## src/rtl/multicycle_ctrl_fsm_pkg.sv

```systemverilog
// Shared constants for the KLP32 multi-cycle control sequencer.
//   - RV32I opcode constants used by the sequencer and the ALU-op decoder
//   - ALU operation codes driven onto alu_op
//   - state encodings (FETCH .. TRAP) exposed on the debug state port
//   - pc_sel / wb_sel / A_select codes
//   - ctrl_t: bundle of datapath control strobes built per state
package multicycle_ctrl_fsm_pkg;

    localparam logic [6:0] OP_R      = 7'b0110011;
    localparam logic [6:0] OP_I_ALU  = 7'b0010011;
    localparam logic [6:0] OP_LOAD   = 7'b0000011;
    localparam logic [6:0] OP_STORE  = 7'b0100011;
    localparam logic [6:0] OP_BRANCH = 7'b1100011;
    localparam logic [6:0] OP_JAL    = 7'b1101111;
    localparam logic [6:0] OP_JALR   = 7'b1100111;
    localparam logic [6:0] OP_LUI    = 7'b0110111;
    localparam logic [6:0] OP_AUIPC  = 7'b0010111;

    localparam logic [3:0] ALU_ADD  = 4'd0;
    localparam logic [3:0] ALU_SUB  = 4'd1;
    localparam logic [3:0] ALU_SLL  = 4'd2;
    localparam logic [3:0] ALU_SLT  = 4'd3;
    localparam logic [3:0] ALU_SLTU = 4'd4;
    localparam logic [3:0] ALU_XOR  = 4'd5;
    localparam logic [3:0] ALU_SRL  = 4'd6;
    localparam logic [3:0] ALU_SRA  = 4'd7;
    localparam logic [3:0] ALU_OR   = 4'd8;
    localparam logic [3:0] ALU_AND  = 4'd9;

    localparam logic [2:0] ST_FETCH  = 3'd0;
    localparam logic [2:0] ST_DECODE = 3'd1;
    localparam logic [2:0] ST_EXEC   = 3'd2;
    localparam logic [2:0] ST_MEM    = 3'd3;
    localparam logic [2:0] ST_WB     = 3'd4;
    localparam logic [2:0] ST_TRAP   = 3'd5;

    localparam logic [1:0] PC_SEL_PC4  = 2'b00;
    localparam logic [1:0] PC_SEL_IMM  = 2'b01;
    localparam logic [1:0] PC_SEL_JALR = 2'b10;

    localparam logic [1:0] WB_SEL_ALU = 2'b00;
    localparam logic [1:0] WB_SEL_MEM = 2'b01;
    localparam logic [1:0] WB_SEL_PC4 = 2'b10;

    localparam logic [1:0] A_SEL_RS1  = 2'b00;
    localparam logic [1:0] A_SEL_PC   = 2'b01;
    localparam logic [1:0] A_SEL_ZERO = 2'b10;

    typedef struct packed {
        logic       mem_req;
        logic       mem_we;
        logic       instr_fetch;
        logic       ir_write;
        logic       pc_write;
        logic [1:0] pc_sel;
        logic [1:0] a_select;
        logic       b_select;
        logic [3:0] alu_op;
        logic       reg_write;
        logic [1:0] wb_sel;
    } ctrl_t;

    localparam ctrl_t CTRL_IDLE = ctrl_t'({$bits(ctrl_t){1'b0}});

    // True for every opcode the sequencer knows how to step through.
    function automatic logic opcode_supported(input logic [6:0] op);
        logic ok;
        case (op)
            OP_R, OP_I_ALU, OP_LOAD, OP_STORE, OP_BRANCH,
            OP_JAL, OP_JALR, OP_LUI, OP_AUIPC: ok = 1'b1;
            default:                           ok = 1'b0;
        endcase
        return ok;
    endfunction

endpackage

```

## src/rtl/multicycle_ctrl_fsm_alu_op_decoder.sv

```systemverilog
// alu_op_decoder: combinational map from instruction fields to ALU operation.
//   opcode    in  7  instr[6:0]
//   funct3    in  3  instr[14:12]
//   funct7_b5 in  1  instr[30]; selects SUB for R-type and SRA/SRAI for shifts
//   alu_op    out 4  ALU operation code
// Anything that only needs an address or sum (loads, stores, jumps, LUI,
// AUIPC, unknown opcodes) falls through to ADD.
module alu_op_decoder
    import multicycle_ctrl_fsm_pkg::*;
(
    input  logic [6:0] opcode,
    input  logic [2:0] funct3,
    input  logic       funct7_b5,
    output logic [3:0] alu_op
);

    // Decode funct3/funct7_b5 per instruction class.
    always_comb begin
        alu_op = ALU_ADD;
        case (opcode)
            OP_R, OP_I_ALU: begin
                case (funct3)
                    3'b000: begin
                        // Immediate forms have no SUBI; instr[30] is immediate data there.
                        if ((opcode == OP_R) && funct7_b5) begin
                            alu_op = ALU_SUB;
                        end else begin
                            alu_op = ALU_ADD;
                        end
                    end
                    3'b001: alu_op = ALU_SLL;
                    3'b010: alu_op = ALU_SLT;
                    3'b011: alu_op = ALU_SLTU;
                    3'b100: alu_op = ALU_XOR;
                    3'b101: begin
                        if (funct7_b5) begin
                            alu_op = ALU_SRA;
                        end else begin
                            alu_op = ALU_SRL;
                        end
                    end
                    3'b110: alu_op = ALU_OR;
                    3'b111: alu_op = ALU_AND;
                    default: alu_op = ALU_ADD;
                endcase
            end
            OP_BRANCH: begin
                case (funct3)
                    3'b000, 3'b001: alu_op = ALU_SUB;
                    3'b100, 3'b101: alu_op = ALU_SLT;
                    3'b110, 3'b111: alu_op = ALU_SLTU;
                    default:        alu_op = ALU_ADD;
                endcase
            end
            default: alu_op = ALU_ADD;
        endcase
    end

endmodule

```

## src/rtl/multicycle_ctrl_fsm.sv

```systemverilog
// multicycle_ctrl_fsm: FETCH/DECODE/EXEC/MEM/WB sequencer for the KLP32
// RV32I multi-cycle datapath (one ALU, one memory port).
//   clk, rst_n                 clock, synchronous active-low reset
//   opcode/funct3/funct7_b5    fields from the instruction register
//   branch_taken, mem_ready    comparator result (EXEC) / memory handshake
//   mem_req, mem_we, instr_fetch, ir_write, pc_write, pc_sel,
//   A_select, B_select, alu_op, reg_write, wb_sel   datapath controls
//   illegal_instr, bus_err     sticky fault flags (cleared only by reset)
//   state                      current state for debug
// Controls are combinational from the registered state so that handshake
// responses (ir_write, pc_write on mem_ready) land in the same cycle.
module multicycle_ctrl_fsm
    import multicycle_ctrl_fsm_pkg::*;
#(
    parameter int WAIT_LIMIT = 16,
    parameter int CNT_W      = 5
) (
    input  logic       clk,
    input  logic       rst_n,
    input  logic [6:0] opcode,
    input  logic [2:0] funct3,
    input  logic       funct7_b5,
    input  logic       branch_taken,
    input  logic       mem_ready,
    output logic       mem_req,
    output logic       mem_we,
    output logic       instr_fetch,
    output logic       ir_write,
    output logic       pc_write,
    output logic [1:0] pc_sel,
    output logic [1:0] A_select,
    output logic       B_select,
    output logic [3:0] alu_op,
    output logic       reg_write,
    output logic [1:0] wb_sel,
    output logic       illegal_instr,
    output logic       bus_err,
    output logic [2:0] state
);

    logic [2:0]       state_r;
    logic [CNT_W-1:0] wait_cnt_r;
    logic             illegal_r;
    logic             bus_err_r;

    logic [2:0]       state_next_s;
    logic [CNT_W-1:0] wait_cnt_next_s;
    logic             illegal_set_s;
    logic             bus_err_set_s;
    logic [3:0]       dec_alu_op_s;
    logic             wait_expired_s;
    ctrl_t            ctrl_s;

    alu_op_decoder u_alu_op_decoder (
        .opcode    (opcode),
        .funct3    (funct3),
        .funct7_b5 (funct7_b5),
        .alu_op    (dec_alu_op_s)
    );

    // This cycle would be the WAIT_LIMIT-th unanswered request cycle.
    assign wait_expired_s = (wait_cnt_r == CNT_W'(WAIT_LIMIT - 1));

    // Next-state, wait-counter and control-strobe generation.
    always_comb begin
        state_next_s    = state_r;
        wait_cnt_next_s = {CNT_W{1'b0}};
        illegal_set_s   = 1'b0;
        bus_err_set_s   = 1'b0;
        ctrl_s          = CTRL_IDLE;
        ctrl_s.alu_op   = ALU_ADD;
        case (state_r)
            ST_FETCH: begin
                ctrl_s.mem_req     = 1'b1;
                ctrl_s.instr_fetch = 1'b1;
                // A ready on the final allowed cycle still wins over the timeout.
                if (mem_ready) begin
                    ctrl_s.ir_write = 1'b1;
                    state_next_s    = ST_DECODE;
                end else if (wait_expired_s) begin
                    bus_err_set_s = 1'b1;
                    state_next_s  = ST_TRAP;
                end else begin
                    wait_cnt_next_s = wait_cnt_r + CNT_W'(1);
                end
            end
            ST_DECODE: begin
                if (opcode_supported(opcode)) begin
                    state_next_s = ST_EXEC;
                end else begin
                    illegal_set_s = 1'b1;
                    state_next_s  = ST_TRAP;
                end
            end
            ST_EXEC: begin
                ctrl_s.alu_op = dec_alu_op_s;
                case (opcode)
                    OP_R: begin
                        ctrl_s.a_select = A_SEL_RS1;
                        ctrl_s.b_select = 1'b0;
                        state_next_s    = ST_WB;
                    end
                    OP_I_ALU, OP_JALR: begin
                        ctrl_s.a_select = A_SEL_RS1;
                        ctrl_s.b_select = 1'b1;
                        state_next_s    = ST_WB;
                    end
                    OP_LOAD, OP_STORE: begin
                        ctrl_s.a_select = A_SEL_RS1;
                        ctrl_s.b_select = 1'b1;
                        state_next_s    = ST_MEM;
                    end
                    OP_LUI: begin
                        ctrl_s.a_select = A_SEL_ZERO;
                        ctrl_s.b_select = 1'b1;
                        state_next_s    = ST_WB;
                    end
                    OP_AUIPC: begin
                        ctrl_s.a_select = A_SEL_PC;
                        ctrl_s.b_select = 1'b1;
                        state_next_s    = ST_WB;
                    end
                    OP_BRANCH: begin
                        // Branches retire here: the PC update is their only effect.
                        ctrl_s.a_select = A_SEL_RS1;
                        ctrl_s.b_select = 1'b0;
                        ctrl_s.pc_write = 1'b1;
                        if (branch_taken) begin
                            ctrl_s.pc_sel = PC_SEL_IMM;
                        end else begin
                            ctrl_s.pc_sel = PC_SEL_PC4;
                        end
                        state_next_s = ST_FETCH;
                    end
                    OP_JAL: begin
                        ctrl_s.a_select = A_SEL_RS1;
                        ctrl_s.b_select = 1'b0;
                        state_next_s    = ST_WB;
                    end
                    default: begin
                        // Opcode changed under us after DECODE; refuse to continue.
                        illegal_set_s = 1'b1;
                        state_next_s  = ST_TRAP;
                    end
                endcase
            end
            ST_MEM: begin
                ctrl_s.mem_req = 1'b1;
                ctrl_s.mem_we  = (opcode == OP_STORE);
                if (mem_ready) begin
                    if (opcode == OP_STORE) begin
                        ctrl_s.pc_write = 1'b1;
                        ctrl_s.pc_sel   = PC_SEL_PC4;
                        state_next_s    = ST_FETCH;
                    end else begin
                        state_next_s = ST_WB;
                    end
                end else if (wait_expired_s) begin
                    bus_err_set_s = 1'b1;
                    state_next_s  = ST_TRAP;
                end else begin
                    wait_cnt_next_s = wait_cnt_r + CNT_W'(1);
                end
            end
            ST_WB: begin
                ctrl_s.reg_write = 1'b1;
                ctrl_s.pc_write  = 1'b1;
                case (opcode)
                    OP_LOAD: begin
                        ctrl_s.wb_sel = WB_SEL_MEM;
                        ctrl_s.pc_sel = PC_SEL_PC4;
                    end
                    OP_JAL: begin
                        ctrl_s.wb_sel = WB_SEL_PC4;
                        ctrl_s.pc_sel = PC_SEL_IMM;
                    end
                    OP_JALR: begin
                        ctrl_s.wb_sel = WB_SEL_PC4;
                        ctrl_s.pc_sel = PC_SEL_JALR;
                    end
                    default: begin
                        ctrl_s.wb_sel = WB_SEL_ALU;
                        ctrl_s.pc_sel = PC_SEL_PC4;
                    end
                endcase
                state_next_s = ST_FETCH;
            end
            ST_TRAP: begin
                state_next_s = ST_TRAP;
            end
            default: begin
                // Unused encodings are treated as a fault and parked in TRAP.
                state_next_s = ST_TRAP;
            end
        endcase
    end

    // State register, wait counter and sticky fault flags.
    always_ff @(posedge clk) begin
        if (!rst_n) begin
            state_r    <= ST_FETCH;
            wait_cnt_r <= {CNT_W{1'b0}};
            illegal_r  <= 1'b0;
            bus_err_r  <= 1'b0;
        end else begin
            state_r    <= state_next_s;
            wait_cnt_r <= wait_cnt_next_s;
            illegal_r  <= illegal_r | illegal_set_s;
            bus_err_r  <= bus_err_r | bus_err_set_s;
        end
    end

    // Output drive; everything is forced low while reset is asserted so an
    // in-flight memory request drops in the reset cycle itself.
    always_comb begin
        if (!rst_n) begin
            mem_req       = 1'b0;
            mem_we        = 1'b0;
            instr_fetch   = 1'b0;
            ir_write      = 1'b0;
            pc_write      = 1'b0;
            pc_sel        = 2'b00;
            A_select      = 2'b00;
            B_select      = 1'b0;
            alu_op        = 4'd0;
            reg_write     = 1'b0;
            wb_sel        = 2'b00;
            illegal_instr = 1'b0;
            bus_err       = 1'b0;
            state         = 3'd0;
        end else begin
            mem_req       = ctrl_s.mem_req;
            mem_we        = ctrl_s.mem_we;
            instr_fetch   = ctrl_s.instr_fetch;
            ir_write      = ctrl_s.ir_write;
            pc_write      = ctrl_s.pc_write;
            pc_sel        = ctrl_s.pc_sel;
            A_select      = ctrl_s.a_select;
            B_select      = ctrl_s.b_select;
            alu_op        = ctrl_s.alu_op;
            reg_write     = ctrl_s.reg_write;
            wb_sel        = ctrl_s.wb_sel;
            illegal_instr = illegal_r;
            bus_err       = bus_err_r;
            state         = state_r;
        end
    end

endmodule
```

## config.mk

```make
export PLATFORM = sky130hd
export DESIGN_NAME = multicycle_ctrl_fsm
export DESIGN_NICKNAME = d
export VERILOG_FILES = /design/src/rtl/multicycle_ctrl_fsm_pkg.sv /design/src/rtl/multicycle_ctrl_fsm_alu_op_decoder.sv /design/src/rtl/multicycle_ctrl_fsm.sv
export SDC_FILE = /design/constraint.sdc
export NUM_CORES = 1
export LEC_CHECK = 0
export ABC_AREA = 1
export BUFFER_PORTS_ARGS = -buffer_cell sky130_fd_sc_hd__buf_2
export CAP_MARGIN = 20
export CORE_UTILIZATION = 35
export DETAILED_ROUTE_END_ITERATION = 8
export RECOVER_POWER = 50
export SKIP_LAST_GASP = 1
export SYNTH_ARGS = -nofsm -noshare
export SYNTH_HDL_FRONTEND = slang
export SYNTH_SLANG_ARGS = --single-unit
```

## constraint.sdc

```tcl
create_clock -name clk -period 2 [get_ports clk]
set_clock_uncertainty 0.2 [all_clocks]
set_input_delay 0.4 -clock clk [delete_from_list [all_inputs] [get_ports clk]]
set_output_delay 0.4 -clock clk [all_outputs]
set_load 0.02 [all_outputs]
```

## Yosys cells after proc, flatten, opt, wreduce, memory -nomap -nowiden

Cells that the tools add are included.

| word-level totals | value |
|---|---|
| register bits after elaboration | 10 |
| input bits | 15 |
| output and inout bits | 22 |
| logic and storage cells | 92 |

| cells by class | value |
|---|---|
| add/sub/neg operators | 1 |
| eq/ne operators | 21 |
| muxes and demuxes | 48 |
| bitwise gates (word level) | 4 |
| reductions and logical operators | 14 |

Operators by type and width:

| cell | number |
|---|---|
| 3-bit case mux with 3 select lines | 4 |
| 4-bit case mux with 8 select lines | 1 |
| 3-bit 2-to-1 mux | 10 |
| 1-bit 2-to-1 mux | 22 |
| 7-bit by 6-bit equality test with 1-bit output (second input constant) | 3 |
| 7-bit equality test (second input constant) | 3 |
| 3-bit equality test (second input constant) | 5 |
| 3-bit case mux with 5 select lines | 1 |
| 7-bit by 5-bit equality test with 1-bit output (second input constant) | 2 |
| 2-bit OR reduction | 7 |
| 3-bit by 2-bit equality test with 1-bit output (second input constant) | 4 |
| 9-bit OR reduction | 1 |
| 2-bit 2-to-1 mux | 4 |
| 2-bit case mux with 2 select lines | 2 |
| 4-bit case mux with 2 select lines | 1 |
| 4-bit OR reduction | 2 |
| 7-bit by 2-bit equality test with 1-bit output (second input constant) | 1 |
| 7-bit 2-to-1 mux | 1 |
| 3-bit by 1-bit equality test with 1-bit output (second input constant) | 2 |
| 3-bit zero test | 2 |
| 6-bit OR reduction | 1 |
| 5-bit by 1-bit adder with 5-bit output (second input constant) | 1 |
| 5-bit by 4-bit equality test with 1-bit output (second input constant) | 1 |
| 4-bit 2-to-1 mux | 1 |
| other kinds (4) | 6 |

## Longest topological paths before layout

| depth | value |
|---|---|
| depth in word-level cells | 7 |
| mapped depth | 10 |
| mapped depth without buffers | 10 |

## By module

A second synthesis with hierarchy kept.

| second synthesis, totals | value |
|---|---|
| cells, all modules | 184 |
| area, all modules | 1059.8 um2 |

By module, submodules not included:

| module | times used | cells an instance | area each (um2) |
|---|---|---|---|
| multicycle_ctrl_fsm | 1 | 145 | 890.9 |
| alu_op_decoder | 1 | 39 | 168.9 |

## Worst setup path after synthesis

Ideal clock, no wire load.

| timing path | value |
|---|---|
| path type | in2out |
| start point | input rst_n |
| end point | output wb_sel[0] |
| data arrival time | 1.775 ns |
| data required time | 1.400 ns |
| setup slack | -0.375 ns |
| stages on the path | 5 |
| path through | clkbuf_2 nand2_1 nor2_1 inv_1 nor4_1 |

| between the ends | value |
|---|---|
| longest elaborated chain between the ends | 1 |

RTL lines:

| what | line | RTL |
|---|---|---|
| start: declaration | multicycle_ctrl_fsm.sv:19 | `input logic rst_n,` |
| 2-bit 2-to-1 mux | multicycle_ctrl_fsm.sv:216 | `if (!rst_n) begin` |
| end: declaration | multicycle_ctrl_fsm.sv:35 | `output logic [1:0] wb_sel,` |

No other way between the ends.

## Final worst setup path

| timing path | value |
|---|---|
| start point | input opcode[5] |
| end point | output pc_sel[0] |

| between the ends | value |
|---|---|
| longest elaborated chain between the ends | 4 |
| elaborated cells between the ends (all ways) | 7 |
| those cells by class | eq/ne (3); mux (4) |

RTL lines:

| what | line | RTL |
|---|---|---|
| start: declaration | multicycle_ctrl_fsm.sv:20 | `input logic [6:0] opcode,` |
| 7-bit equality test (on tied branches) | multicycle_ctrl_fsm.sv:168, multicycle_ctrl_fsm.sv:97 |  |
| 2-bit case mux with 2 select lines or 3-bit 2-to-1 mux (tied branches) | multicycle_ctrl_fsm.sv:168, multicycle_ctrl_fsm.sv:97 |  |
| 3-bit case mux with 3 select lines * | multicycle_ctrl_fsm.sv:72 | `case (state_r)` |
| 2-bit 2-to-1 mux * | multicycle_ctrl_fsm.sv:216 |  |
| end: declaration | multicycle_ctrl_fsm.sv:30 | `output logic [1:0] pc_sel,` |

Every way passes the cells marked *; elsewhere a longest branch is shown, timed or not.

==> run summary <==
Largest area contributor in the netlist: dfxtp_1
DRC: 0
Kind of critical path: primary input to primary output
FP Rows: 18
Hold_sp: rst_n
Area growth syn-to-layout: 59.6%
Int Pwr: 402 uW
Synth top area share: 0.214
Status: complete, no violations
Post-Syn Instances: 160
Initial core utilization: 0.374
CP bufs+invs: 2
Actual slew at the worst max-slew pin: 0.254 ns
Sequential power share: 0.352
CTS Buf Count: 3
Hold buffers post-CTS: 0
Ports: 37
Total power: 633 uW
Cell with the most instances after synthesis: nor2_1
Setup violations, final: 0
CTS Buffer Depth: 2
Initial antenna violation count: 0
Worst min path class: primary input to flop
Placeable Area: 0.00250 mm^2
CTS sink cnt: 10
CP Max Fanout: 5
Worst-case hold path end point: illegal_r$_SDFF_PN0_
Post-Syn Area: 935 um^2
WHS: 0.234 ns
Final-report max-slew violation count: 0
Max incr delay on CP: 0.18 ns
Crit path required time: 1.40 ns
Pwr per Cell Area: 424 mW/mm^2
Leak: 0.737 nW
Mapped Nets: 177
Sw frac: 0.365
Drt via density: 4.93
FF+latch count, synth: 10
TritonCTS clock tree: yes
Nets: 234
Relative slew slack: 0.832
Vias in the first global route: 1,059
Die Y: 53.7 um
Fin Setup TNS: 0 ns
CP top delay family: simple AND/OR/NAND/NOR gates
Global-route wire length before repair: 4330 um
Final core occ: 0.597
Tmin final: 1.99 ns
Clk pwr share: 0.306
DP Worst Slack: -0.0207 ns
CP Capture Type: primary output
Antenna-violating nets left: 0
Startpoint types: primary input
DR vias: 1,213
Hpwl dp: 2150 um
Grt ovf: 0
Largest cells by area after synthesis: dfxtp_1, nor2_1, nand2_1
First-pass iteration count of the detailed router: 4
Final hold vios: 0
Worst-path clk slew: 0.07 ns
Switching pwr: 231 uW
Netlist cell types: 24
Crit-path cells: buf_2 -> nand2_4 -> nor2_4 -> nand2_4 -> nor2_4 -> nand2_2 -> a21oi_2 -> buf_6
Worst r2r path cells: 10
Gate power share: 0.342
Number of flops mapped to enable cells by yosys: 0
Worst R2R Setup Slack: 0.24 ns
RR Startpoint: wait_cnt_r[0]$_SDFF_PP0_
Main synth FF type: dfxtp_1
Crit-path slowest cell: buf_2
Final cycle utilization of the critical path: 0.994
Layout cell share with drive strength beyond 1: 0.472
Sequential element share of the synthesized area: 0.214
Average wire per standard cell: 11.6 um
GPL Wtd Cong: 0.860
WHS Path Cells: 3
Syn_area_per_cell: 5.84 um^2
Commonest cells in the netlist: nor2_1, nand2_1, inv_1
Tot GR Track Use: 0.206
Root buf cell: clkbuf_4
Initial DRC Count: 23
Fmax: 503 MHz
Critical Path AT: 1.39 ns
Max Cap Violations: 0
Routed wire length: 2860 um
Warnings from Yosys: 0
Final setup margin: 0.0115 ns
Worst r2r dst: state_r[0]$_SDFF_PN0_
H-Tree Depth: 1
Antenna cells: 0
RSZ-0062 raised after global routing: yes
Largest net degree at the start of global routing: 8
Worst-Skew Late Latency: 0.28 ns
Die footprint: 0.00288 mm^2
Synth async-reset ratio: 0
Maximum VDD drop: 0.000445 V
Setup crit start: opcode[5]
Count of buffers from port buffering: 36
Die X: 53.7 um
## power groups by stage
| stage | Sequential [mW] | Clock [mW] | Combinational, mW |
|---|---|---|---|
| 6_report | 0.223 | 0.193 | 0.217 |
| 5_1_grt | 0.225 | 0.207 | 0.238 |
| 4_1_cts | 0.224 | 0.189 | 0.188 |
| 3_5_place_dp | 0.226 | 0 | 0.178 |
| 3_3_place_gp | 0.225 | 0 | 0.175 |
| 2_1_floorplan | 0.223 | 0 | 0.112 |
## layout by cell type (no fill, tap or decap), types with 5 or more instances in the layout
cell / count
buf_4: 20
inv_1: 20
buf_2: 24
nor2_4: 7
clkbuf_1: 5
nand3_1: 13
nand2_2: 7
nor2_1: 24
dfxtp_1: 7
a21oi_1: 5
nand2_1: 24
o21ai_0: 8
inv_2: 6
## routing by layer
metal / GRT usage / vias up / share of wire / routed length (um)
met3: 0.0650 / 7 / 0.032 / 92
li1: - / 623 / - / -
met5: 0 / - / 0 / 0
met1: 0.235 / 563 / 0.40 / 1130
met2: 0.368 / 20 / 0.56 / 1590
met4: 0.0482 / 0 / 0.014 / 40
## through the flow
step / std cells / instance area (um^2)
after global routing: 246 / 1490
after detailed placement: 239 / 1280
after global placement: 239 / 1280
after CTS: 244 / 1370
after floorplan: 160 / 962
final: 246 / 1490
## tightest hold or removal path, cell delays in order
cell     delay (ns)
buf_2          0.14
nand2_1        0.08
nand2_1        0.06
## worst max path at each step
stage / to / slack, ns / depth (start not counted)
CTS: alu_op[2] / -0.003 / 8
global route: alu_op[0] / -0.06 / 9
global placement: pc_sel[0] / 0.02 / 9
finish: pc_sel[0] / 0.01 / 8
detailed placement: pc_sel[0] / -0.02 / 9
floorplan: wb_sel[1] / -0.09 / 5
## registers in the layout, summed over array words and instances, names as in the netlist
register and cells:
wait_cnt_r 5, state_r 3, bus_err_r 1, illegal_r 1
## cell type report
cell class                      count  area (um^2)
Clock buffer                        4         36.3
Fill cell                         248         1010
Inverter                           30          123
Multi-Input combinational cell    119          753
Sequential cell                    10          211
Tap cell                           30         37.5
Timing Repair Buffer               53          330
## what timing repair did
action | 4_1_cts | 5_1_grt
setup buffers | 1 | 2
endpoints found under the hold margin | 0 | 0
setup endpoints to repair | 11 | 12
pin swaps | 0 | 4
resized for setup | 18 | 33
## logic make-up after synthesis
group,count (synthesis),synth area share
DFF,10,0.214
buffers and inverters,31,0.126
xor gates and xnor gates,1,0.00937
AOI/OAI and AO/OA,18,0.100
adders and majority gates,2,0.0268
and+or+nand+nor,98,0.523
(Power assumes the default switching activity.)
